File: src/rtl/hdmi_ctrl_pkg.sv
`default_nettype none
// ============================================================================
// Module      : hdmi_ctrl_pkg
// Description : Shared types and width helpers for the HDMI capture controller.
// Revision    : 1.0 - initial release
// ============================================================================
package hdmi_ctrl_pkg;

    typedef enum logic [1:0] {
        ST_IDLE = 2'd0,
        ST_SYNC = 2'd1,
        ST_RUN  = 2'd2,
        ST_SKIP = 2'd3
    } ctrl_state_t;

    // Widths for the default 2160x1200, 2 pixels/clock geometry.
    localparam int BEAT_W = $clog2(2160/2 + 1);
    localparam int LINE_W = $clog2(1200 + 1);

    function automatic int beat_width(input int x_res, input int n);
        return $clog2(x_res/n + 1);
    endfunction

    function automatic int line_width(input int y_res);
        return $clog2(y_res + 1);
    endfunction

endpackage
`default_nettype wire

File: src/rtl/hdmi_capture_ctrl_geom_check.sv
`default_nettype none
// ============================================================================
// Module      : hdmi_geom_check
// Description : Counts beats per line and lines per frame, flags mismatches.
// Revision    : 1.0 - initial release
// ============================================================================
module hdmi_geom_check
    import hdmi_ctrl_pkg::*;
#(
    parameter int N     = 2,
    parameter int X_RES = 2160,
    parameter int Y_RES = 1200
) (
    input  logic clk,
    input  logic rst,
    input  logic clr,
    input  logic chk_en,
    input  logic valid,
    input  logic fe,
    output logic err
);

    localparam int C_BEAT_W = beat_width(X_RES, N);
    localparam int C_LINE_W = line_width(Y_RES);
    localparam logic [C_BEAT_W-1:0] C_BEAT_EXP = C_BEAT_W'(X_RES/N);
    localparam logic [C_LINE_W-1:0] C_LINE_EXP = C_LINE_W'(Y_RES);
    localparam logic [C_BEAT_W-1:0] C_BEAT_MAX = '1;
    localparam logic [C_LINE_W-1:0] C_LINE_MAX = '1;

    logic                r_valid_d;
    logic [C_BEAT_W-1:0] r_beat_cnt;
    logic [C_LINE_W-1:0] r_line_cnt;
    logic                w_line_end;

    assign w_line_end = r_valid_d & ~valid;

    // Combinational so the sticky flag upstream lands one cycle after valid falls.
    assign err = chk_en & ((w_line_end & (r_beat_cnt != C_BEAT_EXP)) |
                           (fe & (r_line_cnt != C_LINE_EXP)));

    always_ff @(posedge clk or posedge rst) begin
        if (rst) begin
            r_valid_d  <= 1'b0;
            r_beat_cnt <= '0;
            r_line_cnt <= '0;
        end else begin
            r_valid_d <= valid;
            if (clr) begin
                r_beat_cnt <= '0;
                r_line_cnt <= '0;
            end else if (w_line_end) begin
                r_beat_cnt <= '0;
                if (r_line_cnt != C_LINE_MAX)
                    r_line_cnt <= r_line_cnt + C_LINE_W'(1);
            end else if (valid && (r_beat_cnt != C_BEAT_MAX)) begin
                r_beat_cnt <= r_beat_cnt + C_BEAT_W'(1);
            end
        end
    end

endmodule
`default_nettype wire

File: src/rtl/hdmi_capture_ctrl.sv
`default_nettype none
// ============================================================================
// Module      : hdmi_capture_ctrl
// Description : Frame-boundary capture scheduler with decimation and drop stats.
// Revision    : 1.0 - initial release
// ============================================================================
module hdmi_capture_ctrl
    import hdmi_ctrl_pkg::*;
#(
    parameter int N      = 2,
    parameter int X_RES  = 2160,
    parameter int Y_RES  = 1200,
    parameter int SKIP_W = 4
) (
    input  logic              clk,
    input  logic              rst,
    input  logic              cfg_start,
    input  logic              cfg_stop,
    input  logic [SKIP_W-1:0] cfg_skip,
    input  logic              enc_busy,
    input  logic              hdmi_v_sync,
    input  logic              hdmi_h_sync,
    input  logic              hdmi_data_valid,
    output logic              en,
    output logic              frame_done,
    output logic              err_geom,
    output logic [15:0]       frame_cnt,
    output logic [15:0]       drop_cnt,
    output logic [1:0]        state
);

    ctrl_state_t       r_state;
    logic              r_vs_d;
    logic              r_en;
    logic              r_frame_done;
    logic              r_err_geom;
    logic              r_stop_pend;
    logic [SKIP_W-1:0] r_skip_cnt;
    logic [15:0]       r_frame_cnt;
    logic [15:0]       r_drop_cnt;
    logic              w_fs;
    logic              w_fe;
    logic              w_geom_err;
    logic              w_unused_h_sync;

    assign w_fs            = r_vs_d & ~hdmi_v_sync;
    assign w_fe            = ~r_vs_d & hdmi_v_sync;
    assign w_unused_h_sync = hdmi_h_sync;

    hdmi_geom_check #(
        .N     (N),
        .X_RES (X_RES),
        .Y_RES (Y_RES)
    ) u_geom (
        .clk    (clk),
        .rst    (rst),
        .clr    (w_fs),
        .chk_en (r_state == ST_RUN),
        .valid  (hdmi_data_valid),
        .fe     (w_fe),
        .err    (w_geom_err)
    );

    always_ff @(posedge clk or posedge rst) begin
        if (rst) begin
            r_state      <= ST_IDLE;
            r_vs_d       <= 1'b0;
            r_en         <= 1'b0;
            r_frame_done <= 1'b0;
            r_err_geom   <= 1'b0;
            r_stop_pend  <= 1'b0;
            r_skip_cnt   <= '0;
            r_frame_cnt  <= '0;
            r_drop_cnt   <= '0;
        end else begin
            r_vs_d       <= hdmi_v_sync;
            r_frame_done <= (r_state == ST_RUN) && w_fe;
            if (w_geom_err)
                r_err_geom <= 1'b1;

            if (r_state == ST_IDLE) begin
                if (cfg_start && !cfg_stop) begin
                    r_state    <= ST_SYNC;
                    r_err_geom <= 1'b0;
                    r_skip_cnt <= '0;
                end
            end else begin
                // A stop arriving on the decision cycle only affects the next boundary.
                if (w_fs && r_stop_pend)
                    r_stop_pend <= 1'b0;
                else if (cfg_stop)
                    r_stop_pend <= 1'b1;

                if (w_fs) begin
                    if (r_stop_pend) begin
                        r_state <= ST_IDLE;
                        r_en    <= 1'b0;
                    end else if (r_skip_cnt != '0) begin
                        r_skip_cnt <= r_skip_cnt - SKIP_W'(1);
                        r_state    <= ST_SKIP;
                        r_en       <= 1'b0;
                    end else if (enc_busy) begin
                        if (r_drop_cnt != 16'hFFFF)
                            r_drop_cnt <= r_drop_cnt + 16'd1;
                        r_state <= ST_SKIP;
                        r_en    <= 1'b0;
                    end else begin
                        r_skip_cnt  <= cfg_skip;
                        r_frame_cnt <= r_frame_cnt + 16'd1;
                        r_state     <= ST_RUN;
                        r_en        <= 1'b1;
                    end
                end
            end
        end
    end

    assign en         = r_en;
    assign frame_done = r_frame_done;
    assign err_geom   = r_err_geom;
    assign frame_cnt  = r_frame_cnt;
    assign drop_cnt   = r_drop_cnt;
    assign state      = r_state;

endmodule
`default_nettype wire

File: config.mk
export PLATFORM = sky130hd
export DESIGN_NAME = hdmi_capture_ctrl
export DESIGN_NICKNAME = d
export VERILOG_FILES = /design/src/rtl/hdmi_ctrl_pkg.sv /design/src/rtl/hdmi_capture_ctrl_geom_check.sv /design/src/rtl/hdmi_capture_ctrl.sv
export SDC_FILE = /design/constraint.sdc
export NUM_CORES = 1
export LEC_CHECK = 0
export CORE_ASPECT_RATIO = 1.25
export CORE_MARGIN = 3
export CORE_UTILIZATION = 38
export DETAILED_ROUTE_END_ITERATION = 16
export MAX_ROUTING_LAYER = met4
export PLACE_DENSITY_LB_ADDON = 0.25
export SLEW_MARGIN = 20
export SYNTH_ARGS = -nofsm -noshare
export SYNTH_HDL_FRONTEND = slang
export SYNTH_HIERARCHICAL = 1
export SYNTH_SLANG_ARGS = --single-unit
File: constraint.sdc
create_clock -name clk -period 3.15 [get_ports clk]
set_input_delay 0.315 -clock clk [delete_from_list [all_inputs] [get_ports clk]]
set_output_delay 0.315 -clock clk [all_outputs]
set_load 0.1 [all_outputs]
==> run metrics <==
combinational share of power=30.4%; row count=38; post_cts resized=0; crit path time final=2480 ps; worst path arrival time=2700 ps; nature of the critical path startpoint=flip-flop; synthesized flop and latch total=66; CP required=3370 ps; Critical Path Fanout Max=7; CTS tree=done; Worst setup EP type=flip-flop; P_int=1.46 mW; post-route ant nets=0; Placement Cell Area=4050 um^2; setup total negative slack=0 ps; static leakage=1.84 nW; dominant cell by count in the synthesized netlist=dfrtp_1; fraction of registers with async set/reset=100%; layout net count=416; sequential power share=42.2%; post-synth net total=364; Max-Cap Viols=0; Starting Density=39.6%; global route overflow=0; cell taking the most area after synthesis=dfrtp_1; total buffers and inverters traversed by the critical path=1; Crit Path Class=flip-flop to flip-flop; H-tree levels=3; height of the die=113 um; cell count after synthesis=344; DR DRC count=0; Post-synth EDFFs=0; number of post-CTS setup repair buffers=0; share of the synthesized area in the top cell type=47.4%; leading cell types by count after synthesis=66 x dfrtp_1, 41 x nor2_1, 28 x nand2_1; Final Hold Viols=0; Worst path slowest cell=or3b_1; Top FF cell, synth=dfrtp_1; Worst-path clk slew=70 ps; Hold-fix buffers, CTS=0; Slew HR=34.3%; post-DP HPWL=5420 um; routed vias/inst=5.21; post-synthesis sequential area ratio=47.4%; first-pass iteration count of the detailed router=4; Max clock buf depth=2; Syn Area/Cell=10.1 um^2; core area=8800 um^2; hold crit path type=input port to asynchronous set/reset pin; layout cell share with drive strength beyond 1=11.0%; final instance area=4230 um^2; cell-by-cell listing of the critical path=inv_1, ha_1, or3b_1, nor4b_2, a21boi_2, mux2_2; peak supply drop=0.318 mV; skew final=7.11 ps; crit-path max cell delay=510 ps; Final setup violation count=0; status=finished, final reports clean; Top delay family on crit path=simple AND/OR/NAND/NOR gates; Area Overhead vs Synth=21.5%; synth top area cells=dfrtp_1 47%, xor2_1 4.5%, nor2_1 4.4%; root buffer cell=clkbuf_8; total CTS buffers=9; Final Max Tran Viols=0; Ys Warns=6; Total Routing Usage GR=15.7%; first-pass GRT wire length=12900 um; initial antenna violation count=0; Initial DRC Count=108; RSZ-0062 raised after global routing=no; IO buf count=47; DR vias=2702; total wire length=7260 um; largest net degree at the start of global routing=24; worst slew pin tran=982 ps; fmax=404 MHz; Die ar.=10400 um^2; vias in the first global route=2768; final weighted congestion in routability-driven placement=0.807; io pins=49; fin crit share=78.6%; Unique masters post-synth=64; clock sink count=66; Sw Ratio=38.8%; Die W=91.6 um; WL/cell=14.0 um; ANT cells=0; pwr/cell area=564 nW/um^2; clock latency on the worst-skew pair=340 ps; Psw=0.926 mW; Clock power frac=27.4%; synthesized area=3480 um^2
through the flow:
stage               worst slack, ps  cells  hold slack [ps]  power, mW  utilization (%)
floorplan                       614    344              317       1.58                -
finish                          673    519              351       2.39             48.1
detailed placement              548    505              458       1.76             46.1
global placement                573    505              457       1.75             46.1
global route                    502    519              416       2.54             48.1
CTS                             642    519              372       2.42             48.1
sequential cells by signal, indices dropped and copies added, names as in the netlist:
register	cells
en	1
r_skip_cnt	4
r_stop_pend	1
u_geom/r_line_cnt	11
frame_cnt	16
drop_cnt	16
state	2
err_geom	1
u_geom/r_valid_d	1
r_vs_d	1
u_geom/r_beat_cnt	11
frame_done	1
cell type report:
type,instances,area [um^2]
clock buffer,12,165
clock inverter,2,12.5
fill,838,4570
inverter,13,48.8
multi-input combinational,258,1730
sequential,66,1650
tap,120,150
timing repair buffer,48,468
final timing paths:
path                            cells past startpoint  slack (ps)           from             to
worst max-delay path                                6         670  r_skip_cnt[0]    drop_cnt[1]
worst min-delay path                                2         350            rst    drop_cnt[7]
worst max register to register                      6         670  r_skip_cnt[0]    drop_cnt[1]
worst min register to register                      1         470  frame_cnt[15]  frame_cnt[15]
max in group asynchronous                           3        2080            rst  frame_cnt[11]
min in group clk                                    1         470  frame_cnt[15]  frame_cnt[15]
routing by layer:
| layer | wire (um) | vias up | share of wire, % | GRT usage [%] |
|---|---|---|---|---|
| met5 | 0 | - | 0 | - |
| met4 | 89 | 0 | 1.2 | 4.73 |
| li1 | - | 1329 | - | - |
| met1 | 3180 | 1316 | 44 | 18.8 |
| met3 | 282 | 7 | 3.9 | 3.32 |
| met2 | 3710 | 50 | 51 | 26.5 |
power by group through the flow:
stage	clock network (mW)	registers, mW	logic (mW)
after floorplan	0	1.28	0.306
after global placement	0	1.02	0.730
after detailed placement	0	1.02	0.733
after CTS	0.674	1.01	0.734
after global routing	0.724	1.02	0.794
final	0.654	1.01	0.727
cell usage in the layout, fill, tap and decap left out, types with 3 or more instances in the layout:
cell             netlist  layout
nand2_1               28      28
nand3_1               16      16
dfrtp_1               66      66
mux2_2                 3       3
a21oi_1               16      16
ha_1                   8       8
and3_1                 6       6
mux2i_1                3       3
xor2_1                18      18
nor2b_1                3       3
xnor2_1               14      14
o21ai_0               12      12
nor3_1                 9       9
a31oi_1                6       6
or3_1                  4       4
nor2_1                41      41
buf_4                  1       5
nor3b_1                3       3
nand3b_1               3       3
clkdlybuf4s50_1        0      43
nand4_1               13      13
inv_1                 13      12
clkbuf_8               0      12
cells by family after synthesis:
kind of cell | count (synthesis) | synth area share [%]
AND/OR/NAND/NOR | 160 | 26.4
flip-flops | 66 | 47.4
AO/OA/AOI/OAI | 52 | 10.6
XOR/XNOR | 32 | 8.05
buffers and inverters | 20 | 2.77
adder cells (fa/ha/maj) | 8 | 2.87
multiplexers | 6 | 1.83
worst reg2reg max path, stage by stage (launching register included):
cell and delay, ps:
dfrtp_1 380, inv_1 130, ha_1 190, or3b_1 510, nor4b_2 460, a21boi_2 340
mux2_2 360
(Power assumes the default switching activity.)
